**src/rtl/vga_pkg.sv**
```systemverilog
// Shared constants and the object record for the VGA object arbiter.
package vga_pkg;

  localparam int H_ACT = 640;
  localparam int V_ACT = 480;
  localparam int NOBJ  = 4;

  localparam logic [23:0] BG_COLOR_DEF = 24'h000000;

  // One drawable circle: enable, centre, radius and fill colour.
  typedef struct packed {
    logic        en;
    logic [9:0]  cx;
    logic [9:0]  cy;
    logic [7:0]  r;
    logic [23:0] color;
  } obj_t;

endpackage

```
**src/rtl/vga_circle_hit.sv**
```systemverilog
// Hit test for one circle slot.
// Stage 1 registers the squared distances. The compare that follows is
// combinational, so the parent can register the arbitrated result in stage 2.
module vga_circle_hit
  import vga_pkg::*;
(
  input  logic        clk,
  input  logic        rst,
  input  obj_t        obj,
  input  logic [9:0]  pix_x,
  input  logic [9:0]  pix_y,
  output logic        hit,
  output logic [23:0] color
);

  logic [10:0] dx;
  logic [10:0] dy;
  logic [21:0] dx_sq;
  logic [21:0] dy_sq;
  logic [15:0] r_sq;
  logic [21:0] dx2_q;
  logic [21:0] dy2_q;
  logic [15:0] r2_q;
  logic        en_q;
  logic [23:0] color_q;
  logic [21:0] dist2;

  // The differences are signed 11-bit values. Each square is below 2^20,
  // so the low 22 bits of the sign-extended product are exact.
  assign dx    = {1'b0, pix_x} - {1'b0, obj.cx};
  assign dy    = {1'b0, pix_y} - {1'b0, obj.cy};
  assign dx_sq = {{11{dx[10]}}, dx} * {{11{dx[10]}}, dx};
  assign dy_sq = {{11{dy[10]}}, dy} * {{11{dy[10]}}, dy};
  assign r_sq  = {8'b0, obj.r} * {8'b0, obj.r};

  // Stage 1: capture the squared terms with the slot state they were computed from.
  always_ff @(posedge clk or negedge rst) begin
    if (!rst) begin
      dx2_q   <= '0;
      dy2_q   <= '0;
      r2_q    <= '0;
      en_q    <= 1'b0;
      color_q <= '0;
    end else begin
      dx2_q   <= dx_sq;
      dy2_q   <= dy_sq;
      r2_q    <= r_sq;
      en_q    <= obj.en;
      color_q <= obj.color;
    end
  end

  assign dist2 = dx2_q + dy2_q;
  assign hit   = en_q && (dist2 <= {6'b0, r2_q});
  assign color = color_q;

endmodule

```
**src/rtl/vga_object_arbiter.sv**
```systemverilog
// Draws up to NOBJ circles over a background colour using fixed priority
// (the lowest slot index wins). Configuration writes are double-buffered:
// each write lands in a pending copy, and the pending copy moves to the
// active copy on frame_start. The block also accumulates per-slot overlap
// flags, which it reports once per frame.
module vga_object_arbiter
  import vga_pkg::obj_t;
  import vga_pkg::BG_COLOR_DEF;
#(
  parameter logic [23:0] BG_COLOR = BG_COLOR_DEF,
  parameter int          NOBJ     = vga_pkg::NOBJ
) (
  input  logic            clk,
  input  logic            rst,
  input  logic            frame_start,
  input  logic            pix_valid,
  input  logic [9:0]      pix_x,
  input  logic [9:0]      pix_y,
  input  logic            cfg_valid,
  output logic            cfg_ready,
  input  logic [1:0]      cfg_id,
  input  logic            cfg_en,
  input  logic [9:0]      cfg_cx,
  input  logic [9:0]      cfg_cy,
  input  logic [7:0]      cfg_r,
  input  logic [23:0]     cfg_color,
  output logic [23:0]     rgb,
  output logic            rgb_valid,
  output logic [NOBJ-1:0] collide
);

  obj_t            pend  [NOBJ];
  obj_t            act   [NOBJ];
  logic [NOBJ-1:0] dirty;
  logic            ready_q;
  logic            accept;
  logic            valid_s1;
  logic [NOBJ-1:0] hit_v;
  logic [23:0]     color_v [NOBJ];
  logic [NOBJ-1:0] hits_s1;
  logic            multi;
  logic [23:0]     win_color;
  logic            found;
  logic [NOBJ-1:0] acc;
  logic [NOBJ-1:0] acc_next;

  // Writes are refused during the commit cycle, so a commit and a write never collide.
  assign cfg_ready = ready_q & ~frame_start;
  assign accept    = cfg_valid & cfg_ready;

  // Ready comes up on the first edge after reset is released.
  always_ff @(posedge clk or negedge rst) begin
    if (!rst) ready_q <= 1'b0;
    else      ready_q <= 1'b1;
  end

  // Slot storage: a write updates the pending copy; frame_start commits dirty slots.
  always_ff @(posedge clk or negedge rst) begin
    if (!rst) begin
      for (int i = 0; i < NOBJ; i++) begin
        pend[i] <= '0;
        act[i]  <= '0;
      end
      dirty <= '0;
    end else begin
      if (frame_start) begin
        for (int i = 0; i < NOBJ; i++) begin
          if (dirty[i]) begin
            act[i]   <= pend[i];
            dirty[i] <= 1'b0;
          end
        end
      end
      if (accept) begin
        pend[cfg_id]  <= '{en: cfg_en, cx: cfg_cx, cy: cfg_cy, r: cfg_r, color: cfg_color};
        dirty[cfg_id] <= 1'b1;
      end
    end
  end

  for (genvar g = 0; g < NOBJ; g++) begin : g_slot
    vga_circle_hit u_hit (
      .clk   (clk),
      .rst   (rst),
      .obj   (act[g]),
      .pix_x (pix_x),
      .pix_y (pix_y),
      .hit   (hit_v[g]),
      .color (color_v[g])
    );
  end

  // Carries pix_valid alongside the stage-1 hit terms.
  always_ff @(posedge clk or negedge rst) begin
    if (!rst) valid_s1 <= 1'b0;
    else      valid_s1 <= pix_valid;
  end

  // Fixed priority: take the first hitting slot, counting up from slot 0.
  always_comb begin
    win_color = BG_COLOR;
    found     = 1'b0;
    for (int i = 0; i < NOBJ; i++) begin
      if (hit_v[i] && !found) begin
        win_color = color_v[i];
        found     = 1'b1;
      end
    end
  end

  // A pixel with at least two hits marks every slot that hit it.
  assign hits_s1  = valid_s1 ? hit_v : '0;
  assign multi    = |(hits_s1 & (hits_s1 - {{(NOBJ-1){1'b0}}, 1'b1}));
  assign acc_next = acc | (multi ? hits_s1 : '0);

  // Stage 2: register the arbitrated colour. The colour is forced to 0 when no pixel is qualified.
  always_ff @(posedge clk or negedge rst) begin
    if (!rst) begin
      rgb       <= '0;
      rgb_valid <= 1'b0;
    end else begin
      rgb       <= valid_s1 ? win_color : '0;
      rgb_valid <= valid_s1;
    end
  end

  // The collision accumulator reports on frame_start and then clears. The report includes this cycle's pixel.
  always_ff @(posedge clk or negedge rst) begin
    if (!rst) begin
      acc     <= '0;
      collide <= '0;
    end else if (frame_start) begin
      collide <= acc_next;
      acc     <= '0;
    end else begin
      acc <= acc_next;
    end
  end

endmodule

```
**config.mk**
```make
export PLATFORM = sky130hd
export DESIGN_NAME = vga_object_arbiter
export DESIGN_NICKNAME = d
export VERILOG_FILES = /design/src/rtl/vga_pkg.sv /design/src/rtl/vga_circle_hit.sv /design/src/rtl/vga_object_arbiter.sv
export SDC_FILE = /design/constraint.sdc
export NUM_CORES = 2
export LEC_CHECK = 0
export BUFFER_PORTS_ARGS = -buffer_cell sky130_fd_sc_hd__buf_2
export CAP_MARGIN = 20
export CORE_MARGIN = 2
export CORE_UTILIZATION = 37
export CTS_CLUSTER_DIAMETER = 100
export DETAILED_ROUTE_END_ITERATION = 8
export MAX_ROUTING_LAYER = met4
export SYNTH_ARGS = -nofsm -noshare
export SYNTH_HDL_FRONTEND = slang
export SYNTH_SLANG_ARGS = --single-unit
```
**constraint.sdc**
```tcl
create_clock -name clk -period 11.5 [get_ports clk]
set_clock_uncertainty 0.2 [all_clocks]
set_input_delay 1.15 -clock clk [delete_from_list [all_inputs] [get_ports clk]]
set_output_delay 1.15 -clock clk [all_outputs]
set_load 0.02 [all_outputs]
```
==> run metrics <==
CTS tree built; Synth cell types 80; global route total overflow 0; die footprint 0.200 mm^2; Post-Synthesis Cells 6,951; cell area after synthesis 0.0727 mm^2; Synth top area share 27.2%; EDFF count, synth 0; Max Cap Viol 0; ranking of synthesized cells by area dfrtp_1 (27%), fa_1 (25%), ha_1 (12%), inv_1 (8.0%), mux2_2 (6.6%); Detail Route Antenna Nets 0; GPL Wtd Cong 0.883; Total GRT Usage 17.5%; CP max FO 18; # Post-CTS Setup Buffers 0; Ports 110; Ys Warns 0; Crit path arrival time 8980 ps; Slew Viols, Final 0; setup violators final 0; crit end category flop; area grow syn2layout 9.52%; worst slew pin tran 1120 ps; largest net degree at the start of global routing 156; Mean Syn Cell Area 10.5 um^2; DRT iter0 DRCs 2,191; Startpoint Class input port; kind of critical path input port to flop; DR WL/cell 16.7 um; Rows 162; layout cells sized above 1 11.2%; hold crit path type flop to flop; Tcrit/Tclk final 74.3%; Data required, critical path 11,930 ps; post-synth top area cell dfrtp_1; core footprint 0.195 mm^2; Max Clk Rate 117 MHz; starting density of the core 37.2%; CTS H-tree depth 3; setup TNS 0 ps; Routed WL 163,000 um; headroom to the max-slew limit 24.8%; maximum root-to-sink buffer count 3; CP dominant cell by count inv_1; Tmin final 8550 ps; Vias 46,700; # resized after CTS 0; final hold vios 0; Worst-path clk slew 60 ps; input/output buffers 109; CTS Buf Count 86; clock sink count 791; ys flop type dfrtp_1; slowest CP cell fa_1; Vias/cell 4.78; height of the chip 447 um; DRC viols 0; synthesized flop and latch total 791; unrepaired setup endpoints after global routing no; vias in the first global route 50,400; Nets 8,779; register area share after synthesis 27.2%; Root Buffer clkbuf_16; hpwl dp 130,000 um; slowest cell delay on critical path 520 ps; first-pass GRT wire length 269,000 um; initial antenna violation count 20; DIE WIDTH 447 um; status completed; asr flop ratio synth 100%; drt first pass iters 5; hold_buf cts 0; Clock Latency Late Sink 720 ps
## worst paths after layout
path | cells past startpoint | slack, ps | endpoint | start
min | 0 | 140 | g_slot[3].u_hit.color[2] | act[2]
max in group asynchronous | 3 | 8840 | g_slot[2].u_hit.dy2_q[11] | rst
min reg2reg | 0 | 140 | g_slot[3].u_hit.color[2] | act[2]
min in group asynchronous | 1 | 270 | g_slot[0].u_hit.color[6] | rst
max | 34 | 2950 | g_slot[0].u_hit.dy2_q[21] | pix_y[0]
max reg2reg | 29 | 3410 | g_slot[2].u_hit.dx2_q[21] | act[96]
## synthesized netlist by cell type, drive strengths merged (43+ instances only)
cell,instances
o21a,48
and2,131
ha,708
clkbuf,102
nor2,394
dfrtp,791
a21o,85
nand2,441
inv,1553
mux2,429
xnor2,289
a21oi,220
mux2i,60
nand3,43
fa,921
xor2,66
o21bai,47
o21ai,140
nor2b,58
nor3,44
## cell type report
| class | instances | area (um^2) |
|---|---|---|
| multi-input cells | 4480 | 46600 |
| flip-flops and latches | 791 | 19800 |
| diodes | 8 | 20.0 |
| well taps | 2624 | 3280 |
| inverters | 1563 | 5870 |
| repair buffers | 148 | 926 |
| fillers | 18800 | 116000 |
| clock inverters | 47 | 697 |
| clock buffers | 113 | 2400 |
## per-layer routing
layer	vias to the layer above	GRT usage (%)	wire, um
met5	-	-	0
met4	0	4.63	4680
met3	230	2.41	6820
met2	786	29.2	80400
met1	23600	22.3	71200
li1	22100	-	-
## worst max-delay path: cells and delay by family
family,cells,cell delay [ps]
compound gates,13,2760
xor+xnor,2,380
simple gates,3,440
buf+inv,8,1080
fa+ha+maj,8,3180
## state kept, by name, summed over array words and instances, names as in the netlist
name                count
act                   212
pend                  212
g_slot.u_hit.color     96
g_slot.u_hit.dx2_q     84
g_slot.u_hit.dy2_q     84
g_slot.u_hit.r2_q      60
rgb                    24
acc                     4
collide                 4
dirty                   4
g_slot.u_hit.en_q       4
ready_q                 1
rgb_valid               1
valid_s1                1
## cell families after synthesis
family | count (synthesis) | share of synthesized area [%]
xor gates and xnor gates | 355 | 4.28
other | 2 | 0.0103
and+or+nand+nor | 1248 | 7.79
DFF | 791 | 27.2
AOI/OAI and AO/OA | 756 | 6.98
adders and majority gates | 1629 | 37.5
muxes | 489 | 7.47
buffers and inverters | 1681 | 8.71
## metrics by stage
stage               hold slack, ps  util [%]  cell area (um^2)  std cells  setup slack (ps)
global route                   170      40.8             79600       9774              2410
CTS                            144      40.8             79600       9764              3070
floorplan                      149         -             72700       6952              3430
global placement               153      39.2             76500       9604              2280
finish                         142      40.8             79600       9774              2950
detailed placement             155      39.2             76500       9604              2310
## placed cells by master, fill, tap and decap left out, drive strengths merged, types with 7 or more instances in the layout
cell     netlist  routed
xnor2        289     289
o31a           8       8
clkinv        10      31
a21oi        220     220
mux2         429     429
nand4         18      18
ha           708     708
xor2          66      66
clkbuf       102     113
nand3         43      43
a21boi        35      35
o21bai        47      47
mux2i         60      60
o21ai        140     140
or3           15      15
buf           16     148
a31oi         21      21
and2         131     131
nor2         394     394
dfrtp        791     791
fa           921     921
inv         1553    1562
and3          21      21
nand2b        35      35
o311ai        12      12
a211oi        28      28
o211ai        12      12
o31ai         12      12
o2bb2ai       24      24
a21o          85      85
nor3          44      44
nand2        441     441
bufinv         0      12
o21a          48      48
nor2b         58      58
a31o           7       7
diode          0       8
or2           29      29
a221oi         7       7
Power is left out: the tool's default activity adds up to more than one toggle a clock period on the data nets, which glitch-free logic cannot reach.
